### config.mk
export PLATFORM = sky130hd
export DESIGN_NAME = acc_decoder_flat
export DESIGN_NICKNAME = d
export VERILOG_FILES = /design/src/rtl/acc_decoder_if.sv /design/src/rtl/acc_decoder.sv /design/src/flat_wrapper.sv
export SDC_FILE = /design/constraint.sdc
export NUM_CORES = 1
export LEC_CHECK = 0
export CAP_MARGIN = 10
export CELL_PAD_IN_SITES_DETAIL_PLACEMENT = 0
export CELL_PAD_IN_SITES_GLOBAL_PLACEMENT = 1
export CORE_ASPECT_RATIO = 1.5
export CORE_MARGIN = 4
export CORE_UTILIZATION = 25
export DETAILED_ROUTE_END_ITERATION = 10
export GPL_TIMING_DRIVEN = 0
export PLACE_DENSITY = 0.54
export SYNTH_ARGS = -nofsm -noshare
export SYNTH_HDL_FRONTEND = slang
export SYNTH_SLANG_ARGS = --single-unit
### constraint.sdc
create_clock -name clk -period 3.5 [get_ports clk]
set_input_delay 1.05 -clock clk [delete_from_list [all_inputs] [get_ports clk]]
set_output_delay 1.05 -clock clk [all_outputs]
set_load 0.005 [all_outputs]
### src/rtl/acc_decoder_if.sv
// acc_decoder_if: sample-stream bundle for the accumulator decoder.
//   in_data/in_valid/in_ready    : accumulated-sample input handshake
//   out_data/out_valid/out_ready : recovered-data output handshake
// modport slave is the decoder side; modport master is the side that
// feeds samples in and consumes recovered data.
interface acc_decoder_if #(
    parameter int ACC_W  = 8,
    parameter int DATA_W = 4
);
    logic [ACC_W-1:0]  in_data;
    logic              in_valid;
    logic              in_ready;
    logic [DATA_W-1:0] out_data;
    logic              out_valid;
    logic              out_ready;

    modport master (
        output in_data, in_valid, out_ready,
        input  in_ready, out_data, out_valid
    );

    modport slave (
        input  in_data, in_valid, out_ready,
        output in_ready, out_data, out_valid
    );
endinterface

### src/rtl/acc_decoder.sv
// acc_decoder: inverts a triple-accumulator encoder (a1+=d, a2+=a1, a3+=a2,
// all mod 2^ACC_W) by taking three successive differences of the a3 stream.
// Ports:
//   clk    : single clock, rising edge
//   reset  : asynchronous active-low reset
//   clr    : synchronous clear of history, output, err and count
//   bus    : acc_decoder_if.slave (in_* sample input, out_* recovered data)
//   err    : sticky flag, a recovered value did not fit in DATA_W bits
//   count  : accepted samples since reset/clr, saturating at 255
module acc_decoder #(
    parameter int ACC_W  = 8,
    parameter int DATA_W = 4
) (
    input  logic                clk,
    input  logic                reset,
    input  logic                clr,
    acc_decoder_if.slave        bus,
    output logic                err,
    output logic [7:0]          count
);

    logic [ACC_W-1:0]  y1, c1r, c2r;
    logic [ACC_W-1:0]  c1, c2, d;
    logic [DATA_W-1:0] out_data_q;
    logic              out_valid_q;
    logic              in_ready_c;
    logic              accept;

    // Difference chain; all arithmetic wraps so encoder wrap-around cancels.
    always_comb begin
        c1         = bus.in_data - y1;
        c2         = c1 - c1r;
        d          = c2 - c2r;
        in_ready_c = (!out_valid_q || bus.out_ready) && !clr;
        accept     = bus.in_valid && in_ready_c;
    end

    assign bus.in_ready  = in_ready_c;
    assign bus.out_data  = out_data_q;
    assign bus.out_valid = out_valid_q;

    // History and output register; history only moves on an accept, so a
    // stalled output freezes the whole decoder.
    always_ff @(posedge clk or negedge reset) begin
        if (!reset) begin
            y1          <= '0;
            c1r         <= '0;
            c2r         <= '0;
            out_data_q  <= '0;
            out_valid_q <= 1'b0;
        end else if (clr) begin
            y1          <= '0;
            c1r         <= '0;
            c2r         <= '0;
            out_data_q  <= '0;
            out_valid_q <= 1'b0;
        end else if (accept) begin
            y1          <= bus.in_data;
            c1r         <= c1;
            c2r         <= c2;
            out_data_q  <= d[DATA_W-1:0];
            out_valid_q <= 1'b1;
        end else if (out_valid_q && bus.out_ready) begin
            out_valid_q <= 1'b0;
        end
    end

    // Sticky overflow flag and saturating sample counter.
    always_ff @(posedge clk or negedge reset) begin
        if (!reset) begin
            err   <= 1'b0;
            count <= '0;
        end else if (clr) begin
            err   <= 1'b0;
            count <= '0;
        end else if (accept) begin
            if (|d[ACC_W-1:DATA_W]) begin
                err <= 1'b1;
            end
            if (count != 8'hFF) begin
                count <= count + 8'd1;
            end
        end
    end

endmodule
### src/flat_wrapper.sv
// flat-port wrapper written by rule: the top's interface ports become plain ports
module acc_decoder_flat 
#(
    parameter int ACC_W  = 8,
    parameter int DATA_W = 4
)
  (clk, reset, clr, err, count, bus_in_data, bus_in_valid, bus_out_ready, bus_in_ready, bus_out_data, bus_out_valid);
  acc_decoder_if #(.ACC_W(ACC_W), .DATA_W(DATA_W)) bus_i ();
  input  logic clk;
  input  logic reset;
  input  logic clr;
  output logic err;
  output logic [7:0] count;
  input wire logic [$bits(bus_i.in_data)-1:0] bus_in_data;
  input wire logic [$bits(bus_i.in_valid)-1:0] bus_in_valid;
  input wire logic [$bits(bus_i.out_ready)-1:0] bus_out_ready;
  output wire logic [$bits(bus_i.in_ready)-1:0] bus_in_ready;
  output wire logic [$bits(bus_i.out_data)-1:0] bus_out_data;
  output wire logic [$bits(bus_i.out_valid)-1:0] bus_out_valid;
  assign bus_i.in_data = bus_in_data;
  assign bus_i.in_valid = bus_in_valid;
  assign bus_i.out_ready = bus_out_ready;
  assign bus_in_ready = bus_i.in_ready;
  assign bus_out_data = bus_i.out_data;
  assign bus_out_valid = bus_i.out_valid;
  acc_decoder #(.ACC_W(ACC_W), .DATA_W(DATA_W)) u_core (.clk(clk), .reset(reset), .clr(clr), .bus(bus_i), .err(err), .count(count));
endmodule
Yosys cells after proc, flatten, opt, wreduce, memory -nomap -nowiden

Cells that the tools add are included.

Register bits after elaboration: 38
Input bits: 13
Output and inout port bits: 15
Logic and storage cells: 42

$add $sub $neg: 4
Equality and inequality tests: 1
Multiplexer cells: 17
Reduce and logical (&&, ||, !) cells: 13

Operator list:

| cell                                         | count |
|---|---|
| 2-to-1 mux 8 bit                             | 9 |
| subtractor 8 bit                             | 3 |
| adder 8 x 1 -> 8 bit (second input constant) | 1 |
| 2-to-1 mux 4 bit                             | 2 |
| != test 8 bit (second input constant)        | 1 |
| 2-to-1 mux 1 bit                             | 6 |
| nonzero test 2 bit                           | 3 |
| AND reduction 2 bit                          | 2 |
| OR reduction 4 bit                           | 1 |
| logical AND 1 bit                            | 3 |
| nonzero test 3 bit                           | 1 |
| logical NOT 1 bit                            | 2 |
| logical OR 1 bit                             | 1 |

Logic depth before layout (Yosys ltp)

Gate-level depths: netlist of the first run.

Depth in word-level cells: 7
Gate-level depth with buffers: 19
Gate-level depth less buffers: 19

Worst setup path after synthesis of the first run

Ideal clock, no wire load.

Path type: input to register
Start: input bus_in_data[0]
End: register u_core.err
Library setup time: 0.146 ns
Arrival time: 4.336 ns
Required time: 3.354 ns
Slack: -0.982 ns
Stages on the path: 16
Buffers on the path: 0
Cells stage by stage: inv_1 ha_1 fa_1 inv_1 fa_1 a21o_1 a21oi_1 o21bai_1 a21oi_1 xnor2_1 ha_1 nand2_1 nor2_1 or4_1 a2111oi_0 a211oi_2

Word-level cells in the longest chain between the ends: 6

RTL lines:

| item                          | RTL line           | text |
|---|---|---|
| from (decl)                   | flat_wrapper.sv:14 | `input wire logic [$bits(bus_i.in_data)-1:0] bus_in_data;` |
| subtractor 8 bit              | acc_decoder.sv:31  | `c1 = bus.in_data - y1;` |
| subtractor 8 bit              | acc_decoder.sv:32  | `c2 = c1 - c1r;` |
| subtractor 8 bit              | acc_decoder.sv:33  | `d = c2 - c2r;` |
| OR reduction 4 bit            | acc_decoder.sv:77  | `if (\|d[ACC_W-1:DATA_W]) begin` |
| nonzero test 2 bit (no line)  | n/a                |  |
| AND reduction 2 bit (no line) | n/a                |  |
| to (signal assigned)          | acc_decoder.sv:71  | `err <= 1'b0;` |
| to (signal assigned)          | acc_decoder.sv:74  | `err <= 1'b0;` |
| to (signal assigned)          | acc_decoder.sv:78  | `err <= 1'b1;` |
| to (decl)                     | acc_decoder.sv:18  | `output logic err,` |

No other way between the ends.
A chain may end at the register's enable or synchronous reset.

Worst setup path in the final report of the first run

Same ends and word-level chain as after synthesis.

==> results of run 1 <==
==> state kept, by name, indices dropped and copies added, names as in the netlist <==
register,cells
u_core.c1r,8
u_core.y1,8
u_core.count,8
u_core.bus.out_valid,1
u_core.bus.out_data,4
u_core.err,1
u_core.c2r,8
==> critical path: cells and delay by family <==
kind / cells / cell delay (ps)
AND/OR/NAND/NOR: 3 / 540
AO/OA/AOI/OAI: 6 / 1090
adder cells (fa/ha/maj): 4 / 1310
XOR/XNOR: 1 / 170
buffers and inverters: 3 / 170
==> power breakdown <==
group	internal, mW	switching (mW)
clock network	0.352	0.177
registers	0.500	0.0314
logic	0.629	0.641
==> layout by cell type, fill, tap and decap left out, types with 4 or more instances in the layout <==
| master | instances |
|---|---|
| sky130_fd_sc_hd__a21o_1 | 4 |
| sky130_fd_sc_hd__a21oi_1 | 8 |
| sky130_fd_sc_hd__buf_4 | 12 |
| sky130_fd_sc_hd__clkbuf_1 | 7 |
| sky130_fd_sc_hd__clkbuf_16 | 5 |
| sky130_fd_sc_hd__clkdlybuf4s50_1 | 22 |
| sky130_fd_sc_hd__dfrtp_1 | 38 |
| sky130_fd_sc_hd__ha_1 | 13 |
| sky130_fd_sc_hd__ha_2 | 4 |
| sky130_fd_sc_hd__ha_4 | 5 |
| sky130_fd_sc_hd__inv_1 | 25 |
| sky130_fd_sc_hd__nand2_1 | 25 |
| sky130_fd_sc_hd__nand3b_1 | 9 |
| sky130_fd_sc_hd__nor2_1 | 19 |
| sky130_fd_sc_hd__o21a_1 | 5 |
| sky130_fd_sc_hd__o21ai_0 | 17 |
| sky130_fd_sc_hd__o31ai_1 | 16 |
| sky130_fd_sc_hd__xnor2_1 | 10 |
| sky130_fd_sc_hd__xor2_1 | 7 |
==> worst min path at each step <==
stage	startpoint	to	slack [ps]	depth (start not counted)
2_1_floorplan	u_core.c1r[0]	u_core.c1r[0]	480	2
6_report	u_core.bus.out_data[2]	u_core.bus.out_data[2]	510	2
3_3_place_gp	u_core.c1r[0]	u_core.c1r[0]	500	2
3_5_place_dp	u_core.bus.out_data[2]	u_core.bus.out_data[2]	500	2
5_1_grt	u_core.y1[6]	u_core.y1[6]	550	2
4_1_cts	u_core.bus.out_data[2]	u_core.bus.out_data[2]	520	2
==> metrics by stage <==
step	util (%)	cells	area, um^2
2_1_floorplan	-	270	2540
3_3_place_gp	30.4	412	2950
3_5_place_dp	30.6	413	2970
4_1_cts	34.5	433	3340
5_1_grt	34.9	434	3380
6_report	34.9	434	3380
==> kinds of logic (layout without fill, tap and decap cells) <==
family / Yosys count / in the layout / synth area share (%)
AND/OR/NAND/NOR: 80 / 80 / 16.0
AO/OA/AOI/OAI: 68 / 68 / 18.2
flip-flops: 38 / 38 / 38.2
buffers and inverters: 37 / 86 / 5.58
adder cells (fa/ha/maj): 25 / 25 / 13.5
XOR/XNOR: 20 / 20 / 7.64
multiplexers: 2 / 2 / 0.854
==> metal layers <==
layer	vias up	routed length [um]	share of wire, %	GRT usage [%]
met2	24	3530	56	22.1
met4	0	131	2.1	5.00
met1	956	2560	40	13.1
li1	1035	-	-	-
met3	9	127	2.0	1.96
met5	-	0	0	0
==> final cells by class <==
cell class	count	area [um^2]
repair buffers	42	394
plain buffers	9	33.8
well taps	115	144
clock buffers	6	139
flip-flops and latches	38	951
fillers	1010	6310
multi-input cells	195	1570
inverters	28	118
clock inverters	1	30.0
==> repair_timing <==
action	4_1_cts	5_1_grt
buffers inserted	13	1
hold buffers	0	0
hold endpoints to repair	0	0
pin swaps	23	21
setup endpoints to repair	7	3
gates resized for setup	34	11
==> reports/summary.md, run 1 <==
Global routing
- 0 — global route total overflow
- 27 — maximum number of pins on one net before global-route repair
- 0 — number of antenna violations at the first check in global routing
- 11.9% — global routing usage summed across all routing layers
- 2,150 — via count of the first global-routing pass
- 10,500 um — wire length of the first global-routing pass

Worst setup path
- 530 ps — CP max stage delay
- sky130_fd_sc_hd__fa_2 — most frequent cell on the critical path
- input pin to register — startpoint-to-endpoint class of the critical path
- 15 — number of cells traversed by the worst register-to-register path
- sky130_fd_sc_hd__fa_2 — slowest CP cell
- 3640 ps — CP Data Required Time
- buf_8 -> inv_12 -> ha_4 -> fa_2 -> inv_2 -> fa_2 -> a21o_1 -> a21oi_2 -> o21bai_1 -> a21oi_1 -> xnor2_1 -> ha_1 -> nand2_2 -> nor2_2 -> or4_4 -> a2111oi_4 -> a211oi_2 — critical-path cell list
- bus_in_data[0] — crit path launch
- u_core.err — endpoint of the most critical setup path
- register — CP endpoint kind
- input pin — startpoint class of the critical path
- 4350 ps — data arrival time of the critical path
- u_core.err — Critical R2R Capture
- -260 ps — worst-case register-to-register setup slack
- 2 — highest fanout seen on the critical path
- u_core.y1[0] — beginning of the worst register-to-register path

Placed design
- 0.788 — weighted congestion reported at the end of routability-driven placement
- 4750 um — DP HPWL
- 27 — buffers added on ports
- -1680 ps — post-placement worst setup slack

Logic synthesis
- 0 — count of flip-flops with a built-in enable after synthesis
- sky130_fd_sc_hd__dfrtp_1 (38), sky130_fd_sc_hd__inv_1 (28), sky130_fd_sc_hd__nand2_1 (26), sky130_fd_sc_hd__ha_1 (22), sky130_fd_sc_hd__nor2_1 (21) — ranking of synthesized cells by instance count
- 0.00249 mm^2 — netlist area before placement
- sky130_fd_sc_hd__dfrtp_1 — library cell with the highest instance count after synthesis
- 9.22 um^2 — average instance area after synthesis
- 38.2% — portion of synthesized cell area occupied by the leading cell type
- 38.2% — Seq/Total Area, Yosys
- 0 — Syn. warnings
- 270 — Syn Inst Count
- 38 — Synth Register Bits
- sky130_fd_sc_hd__dfrtp_1 (38%), sky130_fd_sc_hd__ha_1 (11%), sky130_fd_sc_hd__o31ai_1 (4.8%), sky130_fd_sc_hd__inv_1 (4.2%), sky130_fd_sc_hd__nand2_1 (3.9%) — ranking of synthesized cells by area
- 43 — unique cell type count in the Yosys netlist
- 100% — share of async-settable or async-resettable flops after synthesis
- 308 — number of nets in the synthesized netlist
- sky130_fd_sc_hd__dfrtp_1 — Synth Flop Type
- sky130_fd_sc_hd__dfrtp_1 — cell accounting for the most synthesized area

Clock network
- 2 — maximum clock insertion buffer count
- 2 — maximum level of the CTS H-tree
- sky130_fd_sc_hd__clkbuf_16 — buffer cell driving the clock tree root
- 280 ps — Clock Latency Late Sink
- 5 — total clock buffers created by CTS
- 60 ps — clock-pin slew on the worst setup and hold paths
- done — CTS tree
- 38 — number of sinks driven by the clock tree

Worst hold path
- register to register — type of the tightest min-delay check

Finish
- 357 — net count of the finished layout
- 19.1% — ratio of cells with drive above 1 in the final layout
- 35.7% — area delta synth->final
- 0 — number of diodes added for antenna fixing

STA
- true — unrepaired setup endpoints after global routing
- 2 — final setup vio count
- 0 — final hold vios
- 120% — final critical-path share of the clock period
- -714 ps — setup slack after layout
- 237 MHz — fmax
- 0 — final max-slew violation count
- 619 ps — slew at the pin closest to its max-slew limit
- 8.48 ps — maximum clock skew at final layout
- 4210 ps — post-layout minimum cycle time
- 58.7% — slew margin rel.
- 511 ps — minimum hold slack
- -940 ps — total negative slack for setup checks

Detailed routing
- 6350 um — wire length after detailed routing
- 14.6 um — average detailed-routed wire length per instance
- 4.66 — routed via count divided by cell count
- 0 — remaining number of nets flagged by the antenna check after routing
- 65 — Iter 0 DRT Violations
- 2,024 — total number of vias
- 4 — iteration count of the initial detailed-routing pass
- 0 — drt drc

Floorplan
- 28 — IO Pins
- 89.5 um — die boundary width
- 25.7% — Initial Util
- 44 — standard-cell row count
- 0.0117 mm^2 — die area
- 130 um — overall die height
- 0.00969 mm^2 — core area

Status
- negative setup slack — violations in the final reports
- finished, violations left — run status

Power and ir drop
- 1.40 nW — reported leakage power
- 0.285 mV — maximum ir drop on the vdd rail
- 2.33 mW — total power
- 690 mW/mm^2 — pwr dens

Flow run
- 0 — maximum capacitance violations

Note: power is estimated with default switching activity, not from simulation.
==> run 2, diff against run 1 <==
PLACE_DENSITY = 0.52   (was 0.54)
clock period = 5.1 ns   (was 3.5 ns; I/O delays follow)
==> run 2 against run 1 <==
  * The flow now finishes without violations
  * Cell count is 0.46% lower
  * Critical path type unchanged
  * Setup slack better by 840 ps
  * Clock power is 39% lower
  * Highest routed layer unchanged
  * Hold slack worse by 1.4 ps
  * Largest power group unchanged
==> reports/summary.md, run 2 (synthesized netlist as in run 1, its figures left out) <==
Detailed routing
- 6370 um — wire length after detailed routing, was 6350 um
- 0 — drt drc, unchanged
- 4 — iteration count of the initial detailed-routing pass, unchanged
- 48 — Iter 0 DRT Violations, was 65
- 2,042 — total number of vias, was 2,024
- 4.73 — routed via count divided by cell count, was 4.66
- 14.7 um — average detailed-routed wire length per instance, was 14.6 um
- 0 — remaining number of nets flagged by the antenna check after routing, unchanged

Worst hold path
- u_core.bus.out_data[0] — worst hold start, was u_core.bus.out_data[2]
- register to register — type of the tightest min-delay check, unchanged
- 2 — Worst Hold Path Cells, unchanged
- u_core.bus.out_data[0] — terminating pin of the worst hold path, was u_core.bus.out_data[2]

STA
- 97.5% — final critical-path share of the clock period
- 0 — final hold vios, unchanged
- 0 — final max-slew violation count, unchanged
- false — unrepaired setup endpoints after global routing, was true
- 4970 ps — post-layout minimum cycle time
- 201 MHz — fmax
- 61.6% — slew margin rel., was 58.7%
- 0 ps — total negative slack for setup checks, was -940 ps
- 576 ps — slew at the pin closest to its max-slew limit, was 619 ps
- 0 — final setup vio count, was 2
- 4.24 ps — maximum clock skew at final layout, was 8.48 ps

Worst setup path
- 580 ps — CP max stage delay, was 530 ps
- register — CP endpoint kind, unchanged
- 16 — number of cells traversed by the worst register-to-register path, was 15
- u_core.err — Critical R2R Capture, unchanged
- dlygate4sd2_1 -> inv_2 -> ha_4 -> fa_2 -> inv_2 -> ha_1 -> nor2b_2 -> o31a_1 -> o21a_1 -> nor2_1 -> xnor2_1 -> ha_2 -> inv_1 -> nand2_1 -> nor2_1 -> or4_4 -> a2111oi_4 -> a211oi_2 — critical-path cell list, was buf_8 -> inv_12 -> ha_4 -> fa_2 -> inv_2 -> fa_2 -> a21o_1 -> a21oi_2 -> o21bai_1 -> a21oi_1 -> xnor2_1 -> ha_1 -> nand2_2 -> nor2_2 -> or4_4 -> a2111oi_4 -> a211oi_2
- 2 — highest fanout seen on the critical path, unchanged
- 5120 ps — data arrival time of the critical path, was 4350 ps
- input pin — startpoint class of the critical path, unchanged
- 1200 ps — worst-case register-to-register setup slack, was -260 ps
- sky130_fd_sc_hd__fa_2 — slowest CP cell, unchanged
- input pin to register — startpoint-to-endpoint class of the critical path, unchanged
- 5240 ps — CP Data Required Time, was 3640 ps
- u_core.y1[0] — beginning of the worst register-to-register path, unchanged

Clock network
- 38 — number of sinks driven by the clock tree, unchanged
- done — CTS tree, unchanged
- 2 — maximum level of the CTS H-tree, unchanged
- 2 — maximum clock insertion buffer count, unchanged
- 0 — hold-fix buffers at CTS, unchanged
- sky130_fd_sc_hd__clkbuf_16 — buffer cell driving the clock tree root, unchanged
- 290 ps — Clock Latency Late Sink, was 280 ps
- 60 ps — clock-pin slew on the worst setup and hold paths, about the same
- 5 — total clock buffers created by CTS, unchanged

Finish
- 354 — net count of the finished layout, was 357
- 1,031 — count of fill cells added during filler insertion, was 1,010
- 432 — post-layout instance count excluding filler cells, was 434
- sky130_fd_sc_hd__dfrtp_1 — most common cell after layout, fill and taps aside, unchanged
- sky130_fd_sc_hd__dfrtp_1 (38), sky130_fd_sc_hd__inv_1 (26), sky130_fd_sc_hd__nand2_1 (26) — most frequent cells in the layout, was sky130_fd_sc_hd__dfrtp_1 (38), sky130_fd_sc_hd__inv_1 (25), sky130_fd_sc_hd__nand2_1 (25)
- 14.5% — ratio of cells with drive above 1 in the final layout, was 19.1%
- 30.6% — area delta synth->final, was 35.7%
- 0.00325 mm^2 — area of all placed cells without fillers, was 0.00338 mm^2
- 0 — number of diodes added for antenna fixing, unchanged

Power and ir drop
- 460 mW/mm^2 — pwr dens, was 690 mW/mm^2
- 0.220 mV — maximum ir drop on the vdd rail, was 0.285 mV
- 1.50 mW — total power, was 2.33 mW
- 1.37 nW — reported leakage power, was 1.40 nW

Global routing
- 10,700 um — wire length of the first global-routing pass, was 10,500 um
- 0 — number of antenna violations at the first check in global routing, unchanged
- 0 — global route total overflow, unchanged
- 12.1% — global routing usage summed across all routing layers, was 11.9%
- 27 — maximum number of pins on one net before global-route repair, unchanged
- 2,183 — via count of the first global-routing pass, was 2,150

Floorplan
- 44 — standard-cell row count, unchanged
- 25.7% — Initial Util, unchanged
- 89.5 um — die boundary width, unchanged
- 0.00969 mm^2 — core area, unchanged
- 28 — IO Pins, unchanged
- 0.0117 mm^2 — die area, unchanged
- 130 um — overall die height, unchanged

Status
- finished clean — run status, was finished, violations left

Placed design
- 4870 um — DP HPWL, was 4750 um
- 0.00292 mm^2 — total cell area at the placement stage, was 0.00297 mm^2
- 413 — cell count after placement, unchanged
- 27 — buffers added on ports, unchanged
- 0.726 — weighted congestion reported at the end of routability-driven placement, was 0.788

Flow run
- 0 — maximum capacitance violations, unchanged

==> run 2: cell types whose count changed in the layout (fill, tap and decap cells not counted), moves of 2 or more <==
| cell | change |
|---|---|
| sky130_fd_sc_hd__ha_1 | +6 |
| sky130_fd_sc_hd__buf_6 | -3 |
| sky130_fd_sc_hd__ha_2 | -3 |
| sky130_fd_sc_hd__ha_4 | -3 |
| sky130_fd_sc_hd__dlygate4sd2_1 | +2 |
==> run 2: stage by stage <==
step | util (%) | worst slack (ps) | hold slack [ps]
final | 33.5 | 125 | 510
after global routing | 33.5 | 13.5 | 549
after CTS | 33.0 | 15.0 | 517
after detailed placement | 30.1 | -855 | 500
after global placement | 30.0 | -796 | 499
after floorplan | - | 138 | 481
==> run 2: critical path, delay by kind of cell <==
family	cells	cell delay, ps
compound gates	4	950
xor+xnor	1	170
simple gates	5	890
fa+ha+maj	4	1240
buf+inv	4	360
==> run 2: metal layers <==
layer | global-route usage [%] | vias to the layer above | routed length, um
met5 | 0 | - | 0
met4 | 4.82 | 0 | 148
met3 | 2.21 | 8 | 132
met2 | 22.1 | 18 | 3490
met1 | 13.6 | 991 | 2600
li1 | - | 1025 | -
==> run 2: timing repair <==
item	in CTS	in global routing
setup buffers	9	2
cloned	0	0
gates resized for setup	17	7
setup endpoints to repair	1	1
pin swaps	19	4
==> run 2: area by class of cell <==
class | instances | area [um^2] | share of cell area [%]
timing repair buffer | 39 | 368 | 11.3
inverter | 28 | 105 | 3.23
sequential | 38 | 951 | 29.3
tap | 115 | 144 | 4.43
buffer | 9 | 33.8 | 1.04
clock buffer | 6 | 139 | 4.27
clock inverter | 2 | 12.5 | 0.385
multi-input combinational | 195 | 1500 | 46.1
==> run 2: worst max path at each step <==
| stage | start | to | slack [ps] |
|---|---|---|---|
| floorplan | bus_in_data[0] | u_core.err | 140 |
| global placement | bus_in_data[0] | u_core.err | -800 |
| detailed placement | bus_in_data[0] | u_core.err | -850 |
| CTS | bus_in_data[2] | u_core.err | 20 |
| global route | bus_in_data[0] | u_core.err | 10 |
| finish | bus_in_data[0] | u_core.err | 130 |
==> run 2: where the power goes <==
part | total [mW] | internal (mW) | switching [mW] | leakage [nW]
Combinational | 0.808 | 0.391 | 0.417 | 0.794
Sequential | 0.365 | 0.343 | 0.0214 | 0.508
Clock | 0.322 | 0.194 | 0.129 | 0.0729
